## src/rtl/dma_copy_master.sv

```systemverilog
// dma_copy_master
//   Word-granular DMA initiator. It copies cfg_len 16-bit words from cfg_src
//   to cfg_dst over the shared DMA port. Each word is one read followed by one
//   write. The monitor's reset (kill) aborts the transfer immediately.
//
// Ports
//   clk, reset_n          clock, synchronous active-low reset
//   cfg_src/dst/len       transfer programming, sampled when start is accepted
//   start                 one-cycle request, honoured only in IDLE
//   kill                  abort; also gates dma_en combinationally
//   dma_ready/dout/resp   memory handshake, read data, error response
//   dma_addr/din/en/we    memory request
//   busy, done, err       status towards the register file
module dma_copy_master #(
  parameter logic [15:0] MAX_LEN = 16'h0800
) (
  input  logic        clk,
  input  logic        reset_n,
  input  logic [15:0] cfg_src,
  input  logic [15:0] cfg_dst,
  input  logic [15:0] cfg_len,
  input  logic        start,
  input  logic        kill,
  input  logic        dma_ready,
  input  logic [15:0] dma_dout,
  input  logic        dma_resp,
  output logic [15:0] dma_addr,
  output logic [15:0] dma_din,
  output logic        dma_en,
  output logic [1:0]  dma_we,
  output logic        busy,
  output logic        done,
  output logic        err
);

  typedef enum logic [2:0] {IDLE, RD_REQ, RD_WAIT, WR_REQ, WR_WAIT} state_t;

  state_t      state;
  logic [15:0] src_q;
  logic [15:0] dst_q;
  logic [15:0] len_q;
  logic        en_q;

  logic [15:0] src_al;
  logic [15:0] dst_al;
  logic [15:0] len_dec;
  logic        start_bad;

  // True when a block of len words starting at base runs past the top of the
  // 64 KiB space. The widened sum keeps the carry out of the 16-bit address.
  function automatic logic range_bad(input logic [15:0] base, input logic [15:0] len);
    logic [17:0] end_addr;
    end_addr = {2'b00, base} + {1'b0, len, 1'b0};
    return end_addr > 18'h10000;
  endfunction

  assign src_al    = {cfg_src[15:1], 1'b0};
  assign dst_al    = {cfg_dst[15:1], 1'b0};
  assign len_dec   = len_q - 16'd1;
  assign start_bad = (cfg_len > MAX_LEN) || range_bad(src_al, cfg_len) ||
                     range_bad(dst_al, cfg_len);

  // The request is registered, but a kill cycle must never present an access.
  assign dma_en = en_q & ~kill;

  always_ff @(posedge clk) begin
    if (!reset_n) begin
      state    <= IDLE;
      src_q    <= '0;
      dst_q    <= '0;
      len_q    <= '0;
      en_q     <= 1'b0;
      dma_addr <= '0;
      dma_din  <= '0;
      dma_we   <= 2'b00;
      busy     <= 1'b0;
      done     <= 1'b0;
      err      <= 1'b0;
    end else begin
      done <= 1'b0;
      err  <= 1'b0;
      if (state != IDLE && kill) begin
        // Abort without touching the counters.
        state  <= IDLE;
        en_q   <= 1'b0;
        dma_we <= 2'b00;
        busy   <= 1'b0;
        err    <= 1'b1;
      end else begin
        case (state)
          IDLE: begin
            if (start && !kill) begin
              if (start_bad) begin
                err <= 1'b1;
              end else if (cfg_len == 16'd0) begin
                done <= 1'b1;
              end else begin
                src_q    <= src_al;
                dst_q    <= dst_al;
                len_q    <= cfg_len;
                state    <= RD_REQ;
                en_q     <= 1'b1;
                dma_addr <= src_al;
                dma_we   <= 2'b00;
                busy     <= 1'b1;
              end
            end
          end
          RD_REQ: begin
            if (dma_ready) begin
              state <= RD_WAIT;
              en_q  <= 1'b0;
            end
          end
          RD_WAIT: begin
            if (dma_resp) begin
              state <= IDLE;
              busy  <= 1'b0;
              err   <= 1'b1;
            end else begin
              // dma_din doubles as the word buffer between read and write.
              state    <= WR_REQ;
              en_q     <= 1'b1;
              dma_addr <= dst_q;
              dma_din  <= dma_dout;
              dma_we   <= 2'b11;
            end
          end
          WR_REQ: begin
            if (dma_ready) begin
              state  <= WR_WAIT;
              en_q   <= 1'b0;
              dma_we <= 2'b00;
            end
          end
          WR_WAIT: begin
            if (dma_resp) begin
              state <= IDLE;
              busy  <= 1'b0;
              err   <= 1'b1;
            end else begin
              src_q <= src_q + 16'd2;
              dst_q <= dst_q + 16'd2;
              len_q <= len_dec;
              if (len_dec == 16'd0) begin
                state <= IDLE;
                busy  <= 1'b0;
                done  <= 1'b1;
              end else begin
                state    <= RD_REQ;
                en_q     <= 1'b1;
                dma_addr <= src_q + 16'd2;
              end
            end
          end
          default: begin
            state <= IDLE;
            en_q  <= 1'b0;
            busy  <= 1'b0;
          end
        endcase
      end
    end
  end

endmodule

```

## config.mk

```make
export PLATFORM = sky130hd
export DESIGN_NAME = dma_copy_master
export DESIGN_NICKNAME = d
export VERILOG_FILES = /design/src/rtl/dma_copy_master.sv
export SDC_FILE = /design/constraint.sdc
export NUM_CORES = 1
export LEC_CHECK = 0
export BUFFER_PORTS_ARGS = -buffer_cell sky130_fd_sc_hd__buf_2
export CAP_MARGIN = 20
export CORE_ASPECT_RATIO = 1.1
export CORE_MARGIN = 1.5
export CORE_UTILIZATION = 45
export CTS_CLUSTER_SIZE = 10
export DETAILED_ROUTE_END_ITERATION = 8
export GPL_ROUTABILITY_DRIVEN = 1
export GPL_TIMING_DRIVEN = 0
export PLACE_DENSITY = 0.76
export SETUP_SLACK_MARGIN = 0.2
export SYNTH_ARGS = -nofsm -noshare
export SYNTH_HDL_FRONTEND = slang
export SYNTH_SLANG_ARGS = --single-unit
```

## constraint.sdc

```tcl
create_clock -name clk -period 5.2 [get_ports clk]
set_input_delay 1.04 -clock clk [delete_from_list [all_inputs] [get_ports clk]]
set_output_delay 1.04 -clock clk [all_outputs]
set_load 0.02 [all_outputs]
```

==> flow_summary.ini <==
[run_status]
run_status = finished, final reports clean

[critical_path]
slowest_stage = o41ai_4
reg2regPathDepth = 11
critical_path_class = in2reg
critPathArrivalTime_ps = 5060
endpoint_kind = register
cp_max_fo = 10
r2r-start = len_q[0]$_SDFFE_PN0P_
critPathMaxStageDelay_ps = 650
rrSetupSlack_ps = 1640
r2r-end = dma_addr[6]$_SDFFE_PN0P_
endpoint = dst_q[5]$_SDFFE_PN0P_
startpoint = cfg_dst[1]
worstPathCellList = buf_2, ha_1, fa_1, a21o_1, nand4_1, a21oi_1, o21a_1, or4_1, a211o_1, o41ai_4, a21oi_2, clkbuf_1, o311ai_1, o21ai_1
worstPathRequired_ps = 5430
startpoint_type = primary input

[routing]
vias = 7476
avgRoutedWirePerCell_um = 19.3
routed_wl_um = 22800
drt-vias-per-instance = 6.33
ant_nets = 0
drtPass1Iterations = 7
route.detailed.drc = 0
drt_iter0_markers = 741

[global_routing]
antenna_found_initial = 0
grt_pass1_wl_um = 35100
grt_pass1_vias = 6623
grt_start_max_net_pins = 17
overflow = 0
grt_usage_pct = 28.9

[synthesis]
ys_seq_elements = 86
syn_avg_cell_area_um2 = 7.56
async_reset_ff_share_pct = 0
yosysWarnings = 0
synth_xor_area_share_pct = 3.73
yosys.area.top_type = dfxtp_1
yosys-top-cells-area = dfxtp_1 (26%), ha_1 (6.5%), nand2_1 (6.4%), a21oi_1 (6.3%), o21ai_0 (3.6%)
synth_top_family_by_area = compound AO/OA/AOI/OAI gates
synth_compound_area_share_pct = 33.7
synthFlopType = dfxtp_1
synth.distinct_cells = 73
syn-cell-area_um2 = 6580
syn_inst = 870
muxShareOfSynthArea_pct = 1.67
synth_fp_nets = 976
synth_enable_flop_cells = 0
ys_seq_area_share_pct = 26.2
synthAdderAreaFrac_pct = 7.23
synthSimpleGateAreaFrac_pct = 22.2
synth_top_area_share_pct = 26.2

[final_layout]
drive_above_1_share_pct = 14.6
layout.nets = 1090
instances_no_fill = 1181
area_delta_synth_final_pct = 16.5
layout_common_cells = nand2_1 (113), buf_2 (104), dfxtp_1 (86)
antenna_cells = 0
mostFrequentLayoutCell = nand2_1

[clocking]
postCtsSetupBuffers = 0
cts_tree = yes
clockBufferDepth = 2
numCtsBuffers = 9
cts_hold_buf = 0
htree_levels = 3
cts-root-buf = clkbuf_16
clk_pin_slew_ps = 70
clkLatencyLatePin_ps = 350
clkSinkCount = 86
cts_resized = 0

[floorplan]
die_area_um2 = 15400
ios = 108
die_x_um = 118
fp.dieH_um = 130
rows = 46
start_util_pct = 45.9
core_area_um2 = 14300

[sta]
hold_viol = 0
rsz0062_at_grt = no
slew_violations = 0
min_period_ps = 4830
setup_viol = 0
clock_skew_ps = 9.70
clock.fmax_mhz = 207
slew_headroom_pct = 42.8
tns_ps = 0
fin_crit_sh_pct = 93.0
tightest_slew_ps = 850

[hold_path]
worstHoldPathType = reg2reg
holdCritStartpoint = dma_addr[0]$_SDFFE_PN0P_

[pwr]
p_sw_w = 0.000492
combPwrFrac_pct = 18.6
p_clk_share_pct = 42.5
ir_drop_uv = 168
internal_power_w = 0.00121
switching_share_pct = 29.0
power.density_nw_per_um2 = 222
pwr-share-seq_pct = 38.9
p_leak_nw = 3.17

[placed_design]
dp_hpwl_um = 17500
io_buffers = 103
dp_cells = 1165
gp_congestion = 1.03

[run]
drv_cap = 0
## synthesized netlist by cell type, types with 13 or more instances
library cell	n
nand3_1	34
o211ai_1	23
a21oi_1	83
nand2_1	113
o21ai_1	30
and3_1	19
inv_1	18
ha_1	34
nor2_1	48
o21ai_0	47
xor2_1	15
xnor2_1	13
clkbuf_1	56
nor3_1	30
nor4_1	15
a21o_1	13
dfxtp_1	86
## worst min-delay path by stage
stage                                     to  slack, ps  depth (start not counted)
global route        dma_addr[0]$_SDFFE_PN0P_        470                          2
global placement    dma_addr[0]$_SDFFE_PN0P_        420                          2
floorplan                  en_q$_SDFFE_PP0P_        430                          2
detailed placement  dma_addr[0]$_SDFFE_PN0P_        430                          2
finish              dma_addr[0]$_SDFFE_PN0P_        440                          2
CTS                 dma_addr[0]$_SDFFE_PN0P_        440                          2
## power groups by stage
stage,combinational [W],sequential (W),clock [W]
after floorplan,0.000202,0.000676,0
after global placement,0.000304,0.000675,0
after detailed placement,0.000306,0.000675,0
after CTS,0.000308,0.000660,0.000723
after global routing,0.000343,0.000660,0.000755
final,0.000316,0.000660,0.000722
## cell families after synthesis
kind of cell | count (synthesis)
AOI/OAI and AO/OA | 321
and+or+nand+nor | 304
DFF | 86
buffers and inverters | 83
adders and majority gates | 37
xor gates and xnor gates | 28
muxes | 11
## registers in the layout (all words and copies together), names as in the netlist
name and flops:
dma_addr 16, dma_din 16, len_q 16, dst_q 15, src_q 15, state 3, busy 1, dma_we 1
done 1, en_q 1, err 1
## critical path: cells and delay by family
family	cells	cell delay [ps]
compound gates	8	2270
buf+inv	2	490
simple gates	2	570
fa+ha+maj	2	680
## stage by stage
step | instance area (um^2) | util (%) | hold WS (ps) | total power [W] | setup slack, ps
floorplan | 6580 | - | 430 | 0.000878 | 891
global placement | 7330 | 51.2 | 416 | 0.000979 | 197
detailed placement | 7330 | 51.2 | 428 | 0.000981 | 160
CTS | 7660 | 53.5 | 436 | 0.00169 | 515
global route | 7660 | 53.5 | 467 | 0.00176 | 312
finish | 7660 | 53.5 | 436 | 0.00170 | 366
## layout make-up
cell class                      instances  area (um^2)
Fill cell                            1363         6670
Multi-Input combinational cell        701         4510
Sequential cell                        86         1720
Timing Repair Buffer                  103          515
Buffer                                 63          268
Tap cell                              192          240
Clock buffer                            9          225
Clock inverter                          7          104
Inverter                               20         75.1
## metal layers
metal | GRT usage [%] | wire [um] | up-vias
li1 | - | - | 3526
met1 | 38.3 | 9310 | 3408
met2 | 47.5 | 10100 | 483
met3 | 4.81 | 2560 | 59
met4 | 11.3 | 754 | 0
met5 | 0 | 0 | -
Note: power is estimated with default switching activity, not from simulation.
